`config.mk`:
```
export PLATFORM = sky130hd
export DESIGN_NAME = spi_master_ctrl
export DESIGN_NICKNAME = d
export VERILOG_FILES = /design/src/rtl/spi_master_ctrl.sv
export SDC_FILE = /design/constraint.sdc
export NUM_CORES = 1
export LEC_CHECK = 0
export BUFFER_PORTS_ARGS = -buffer_cell sky130_fd_sc_hd__buf_2
export CAP_MARGIN = 25
export CORE_ASPECT_RATIO = 2
export CORE_UTILIZATION = 63
export CTS_BUF_LIST = sky130_fd_sc_hd__clkbuf_8
export DETAILED_ROUTE_END_ITERATION = 6
export HOLD_SLACK_MARGIN = 0.06
export PLACE_DENSITY = 0.86
export SLEW_MARGIN = 10
export SYNTH_ARGS = -nofsm -noshare
export SYNTH_HDL_FRONTEND = slang
export SYNTH_SLANG_ARGS = --single-unit
```
`constraint.sdc`:
```
create_clock -name clk -period 3.4 [get_ports clk]
set_input_delay 0.68 -clock clk [delete_from_list [all_inputs] [get_ports clk]]
set_output_delay 0.68 -clock clk [all_outputs]
set_load 0.1 [all_outputs]
```
`src/rtl/spi_master_ctrl.sv`:
```
// spi_master_ctrl: SPI master for 10-bit command frames, with an 8-bit read-back after read-data commands.
// Optional macro SPI_MASTER_ERR_CHK_EN: flags a read-data frame that has no preceding read-address frame.
module spi_master_ctrl #(
  parameter int unsigned GAP_CYCLES = 1
) (
  input  logic       clk,
  input  logic       rst_n,
  input  logic       cmd_valid,
  input  logic [9:0] cmd_data,
  output logic       cmd_ready,
  output logic       SS_n,
  output logic       MOSI,
  input  logic       MISO,
  output logic [7:0] rd_data,
  output logic       rd_valid,
  output logic       busy,
  output logic       err
);

  typedef enum logic [2:0] {IDLE, START, SHIFT, TURN, RECV, STOP} state_e;

  localparam logic [3:0] GAP_LOAD = 4'(GAP_CYCLES - 1);

  state_e     state_q;
  logic [9:0] sh_q;
  logic [1:0] cmd_q;
  logic [3:0] cnt_q;
  logic [7:0] rx_q;
  logic [7:0] rx_d;
  logic       ss_n_q;
  logic       mosi_q;
  logic       ready_q;
  logic       busy_q;
  logic [7:0] rd_data_q;
  logic       rd_valid_q;
`ifdef SPI_MASTER_ERR_CHK_EN
  logic       err_q;
  logic       rd_addr_pend_q;
`endif

  always_comb begin
    rx_d = {rx_q[6:0], MISO};
  end

  always_ff @(posedge clk or negedge rst_n) begin
    if (!rst_n) begin
      state_q        <= IDLE;
      sh_q           <= '0;
      cmd_q          <= '0;
      cnt_q          <= '0;
      rx_q           <= '0;
      ss_n_q         <= 1'b1;
      mosi_q         <= 1'b0;
      ready_q        <= 1'b1;
      busy_q         <= 1'b0;
      rd_data_q      <= '0;
      rd_valid_q     <= 1'b0;
`ifdef SPI_MASTER_ERR_CHK_EN
      err_q          <= 1'b0;
      rd_addr_pend_q <= 1'b0;
`endif
    end else begin
      rd_valid_q <= 1'b0;
`ifdef SPI_MASTER_ERR_CHK_EN
      err_q      <= 1'b0;
`endif
      unique case (state_q)
        IDLE: begin
          if (cmd_valid) begin
            state_q <= START;
            sh_q    <= cmd_data;
            cmd_q   <= cmd_data[9:8];
            ss_n_q  <= 1'b0;
            mosi_q  <= cmd_data[9];
            ready_q <= 1'b0;
            busy_q  <= 1'b1;
            cnt_q   <= '0;
`ifdef SPI_MASTER_ERR_CHK_EN
            err_q   <= (cmd_data[9:8] == 2'b11) && !rd_addr_pend_q;
`endif
          end
        end
        // START shows bit 9 early; SHIFT then walks the shift register MSB-first.
        START: begin
          state_q <= SHIFT;
          mosi_q  <= sh_q[9];
          sh_q    <= {sh_q[8:0], 1'b0};
          cnt_q   <= 4'd9;
        end
        SHIFT: begin
          if (cnt_q != 4'd0) begin
            mosi_q <= sh_q[9];
            sh_q   <= {sh_q[8:0], 1'b0};
            cnt_q  <= cnt_q - 4'd1;
          end else if (cmd_q == 2'b11) begin
            state_q <= TURN;
            mosi_q  <= 1'b0;
            cnt_q   <= '0;
          end else begin
            state_q <= STOP;
            ss_n_q  <= 1'b1;
            mosi_q  <= 1'b0;
            cnt_q   <= GAP_LOAD;
`ifdef SPI_MASTER_ERR_CHK_EN
            if (cmd_q == 2'b10) rd_addr_pend_q <= 1'b1;
`endif
          end
        end
        TURN: begin
          state_q <= RECV;
          rx_q    <= '0;
          cnt_q   <= 4'd7;
        end
        RECV: begin
          rx_q <= rx_d;
          if (cnt_q != 4'd0) begin
            cnt_q <= cnt_q - 4'd1;
          end else begin
            state_q    <= STOP;
            ss_n_q     <= 1'b1;
            mosi_q     <= 1'b0;
            rd_data_q  <= rx_d;
            rd_valid_q <= 1'b1;
            cnt_q      <= GAP_LOAD;
`ifdef SPI_MASTER_ERR_CHK_EN
            rd_addr_pend_q <= 1'b0;
`endif
          end
        end
        STOP: begin
          if (cnt_q != 4'd0) begin
            cnt_q <= cnt_q - 4'd1;
          end else begin
            state_q <= IDLE;
            ready_q <= 1'b1;
            busy_q  <= 1'b0;
          end
        end
        default: begin
          state_q <= IDLE;
          ss_n_q  <= 1'b1;
          mosi_q  <= 1'b0;
          ready_q <= 1'b1;
          busy_q  <= 1'b0;
        end
      endcase
    end
  end

  assign cmd_ready = ready_q;
  assign SS_n      = ss_n_q;
  assign MOSI      = mosi_q;
  assign rd_data   = rd_data_q;
  assign rd_valid  = rd_valid_q;
  assign busy      = busy_q;
`ifdef SPI_MASTER_ERR_CHK_EN
  assign err       = err_q;
`else
  assign err       = 1'b0;
`endif

endmodule

```
==> key figures <==
Run status
  • Status: complete, no violations

CTS
  • Clock sinks: 39
  • Post-CTS Setup Inserts: 0
  • Hold bufs inserted after CTS: 0
  • CTS tree: built
  • Root Driver: clkbuf_8
  • Worst-Skew Late Latency: 300 ps
  • Inserted Clock Buffers: 5
  • CTS H-tree lvls: 2
  • Clk buf depth: 2
  • Post_cts resized: 0
  • Reg clk slew, reported paths: approximately 80 ps

Floorplan
  • Initial Utilization: 0.669
  • DIE WIDTH: between 40 and 50 um
  • # IOs: 28
  • Row cnt: 28
  • Die area: 3440 um2
  • Core box area: about 3000 um2
  • Die height: just over 80 um

Finish
  • Area delta synth->final: 10.5%
  • Antenna Cells: 0
  • Fin util: 0.739
  • Sequential Area: between 900 and 1000 um2
  • Multi-input combinational cell area: between 900 and 1000 um2
  • Share of layout cells above drive strength 1: 0.333
  • Number of fill cells in the layout: 214
  • Final nets: between 200 and 250

Synthesis
  • Cells after Synth: ~190
  • Async S/R FF share, synth: 1.00
  • Syn Nets: around 200
  • Post-synth EDFFs: 0
  • Post-synth top area cell: dfrtp_1
  • Commonest cells post-synth: dfrtp_1, mux2_2, nand2_1
  • Top-area cell type share of the netlist area: 0.459
  • Syn avg cell area: between 10 and 15 um2
  • Count leader, synth: dfrtp_1
  • Synth area leaders: dfrtp_1, mux2_2, a21oi_1
  • Count of cell types in the netlist: 43
  • Yosys reg bits: 39
  • Ys flop type: dfrtp_1
  • Register area share after synthesis: 0.485
  • Yosys warning total: 0
  • Post-Syn Area: between 2000 and 2500 um2

Drt
  • DR vias/cell: 6.35
  • First DRT Iteration DRCs: slightly above 60
  • Final WL: approximately 4000 um
  • Detail Route Antenna Nets: 0
  • Remaining DRCs: 0
  • DR WL/cell: around 17 um
  • TritonRoute pass-1 iters: 4
  • Vias: approximately 1.5k

Timing
  • Max-slew violation count: 0
  • Worst Max-Slew Pin Slew: between 800 and 900 ps
  • Max Clock Freq: around 450 MHz
  • Setup violators final: 0
  • Slew HR: 0.409
  • Minimum clock period: between 2000 and 2500 ps
  • Clock Skews: between 8 and 9 ps
  • RSZ-0062 raised after global routing: false
  • Fin. Hold Viols: 0
  • Final Cycle Share: 0.652
  • Setup TNS: 0 ps

Global routing
  • Initial antenna violation count: 0
  • Overall routing resource usage: 0.262
  • First-pass GRT wire length: 6800 um
  • GRT overflow: 0
  • Vias in the first global route: roughly 1.5k
  • Largest net degree at the start of global routing: 40

Worst setup path
  • CP arrival: between 2000 and 2500 ps
  • WP data required: ~3600 ps
  • Crit Path Class: register to register
  • Endpoint type of the worst setup path: register
  • Crit path from: state_q[0]
  • Crit-path max FO: 21
  • FF-to-FF Start: state_q[0]
  • Setup crit start kind: register

Placement
  • # port buffers: 26
  • Global placement routability congestion: roughly 0.86
  • DP Wirelength: 2920 um

Run
  • Max-cap violation count: 0

Worst hold path
  • Hold Path Class: input port to async pin
==> cell usage in the layout, fill, tap and decap left out, drive strengths merged, types with 2 or more instances in the layout <==
cell type  Yosys  routed
dfrtp         37      37
mux2          28      28
buf            7      28
nand2         18      18
a21oi         15      15
o22ai          8       8
nor2           7       7
inv            6       6
o21ai          5       5
clkbuf         4       5
nor3           5       5
nand2b         4       4
mux2i          4       4
nand3          4       4
a21o           3       3
clkinv         0       3
dfstp          2       2
nor3b          2       2
nor2b          2       2
o211ai         2       2
o32a           2       2
ha             2       2
==> path summary, 6_finish.rpt <==
| check | endpoint | slack, ps | depth (start not counted) |
|---|---|---|---|
| worst max-delay path | sh_q[8] | 1180 | 4 |
| worst min-delay path | rd_data[3] | 480 | 1 |
| worst max register to register | sh_q[8] | 1180 | 4 |
| worst min register to register | rd_data[7] | 500 | 1 |
| max in group asynchronous | cnt_q[3] | 2390 | 1 |
| min in group clk | rd_data[7] | 500 | 1 |
==> worst max-delay path, stage by stage (launching register included) <==
cell      delay [ps]
dfrtp_1          800
nand2b_1         260
a21oi_4          380
mux2_2           390
mux2_2           270
==> per-stage QoR <==
stage | cell area, um2 | std cells | worst slack (ps) | hold WS (ps)
finish | 2230 | 240 | 1180 | 479
global route | 2230 | 240 | 1060 | 523
CTS | 2230 | 240 | 1190 | 505
detailed placement | 2140 | 232 | 1200 | 488
global placement | 2140 | 232 | 1330 | 482
floorplan | 2020 | 185 | 1600 | 384
==> state kept, by name (all words and copies together), names as in the netlist <==
signal,flops
state_q,3
SS_n,1
cmd_ready,1
MOSI,1
rd_valid,1
rx_q,7
cnt_q,4
cmd_q,2
busy,1
rd_data,8
sh_q,10
==> per-layer routing <==
layer	vias up	GRT usage	share of wire
met3	11	0.0527	0.038
met1	744	0.276	0.37
li1	715	-	-
met2	54	0.483	0.56
met4	0	0.135	0.028
met5	-	0	0
==> cells by family (layout without fill, tap and decap cells) <==
kind of cell    after synthesis  in the layout  share of synthesized area
simple gates                 48             48                      0.132
xor+xnor                      1              1                    0.00435
mux                          32             32                      0.176
fa+ha+maj                     2              2                     0.0124
other cells                   1              1                    0.00186
flops                        39             39                      0.485
compound gates               45             45                      0.150
buf+inv                      17             42                     0.0385
==> area by class of cell <==
| class | count | share of cell area |
|---|---|---|
| Multi-Input combinational cell | 129 | 0.431 |
| Clock inverter | 3 | 0.00674 |
| Sequential cell | 39 | 0.439 |
| Clock buffer | 5 | 0.0309 |
| Timing Repair Buffer | 28 | 0.0652 |
| Tap cell | 30 | 0.0169 |
| Inverter | 6 | 0.0101 |
Power is left out: the tool's default activity adds up to more than one toggle a clock period on the data nets, which glitch-free logic cannot reach.
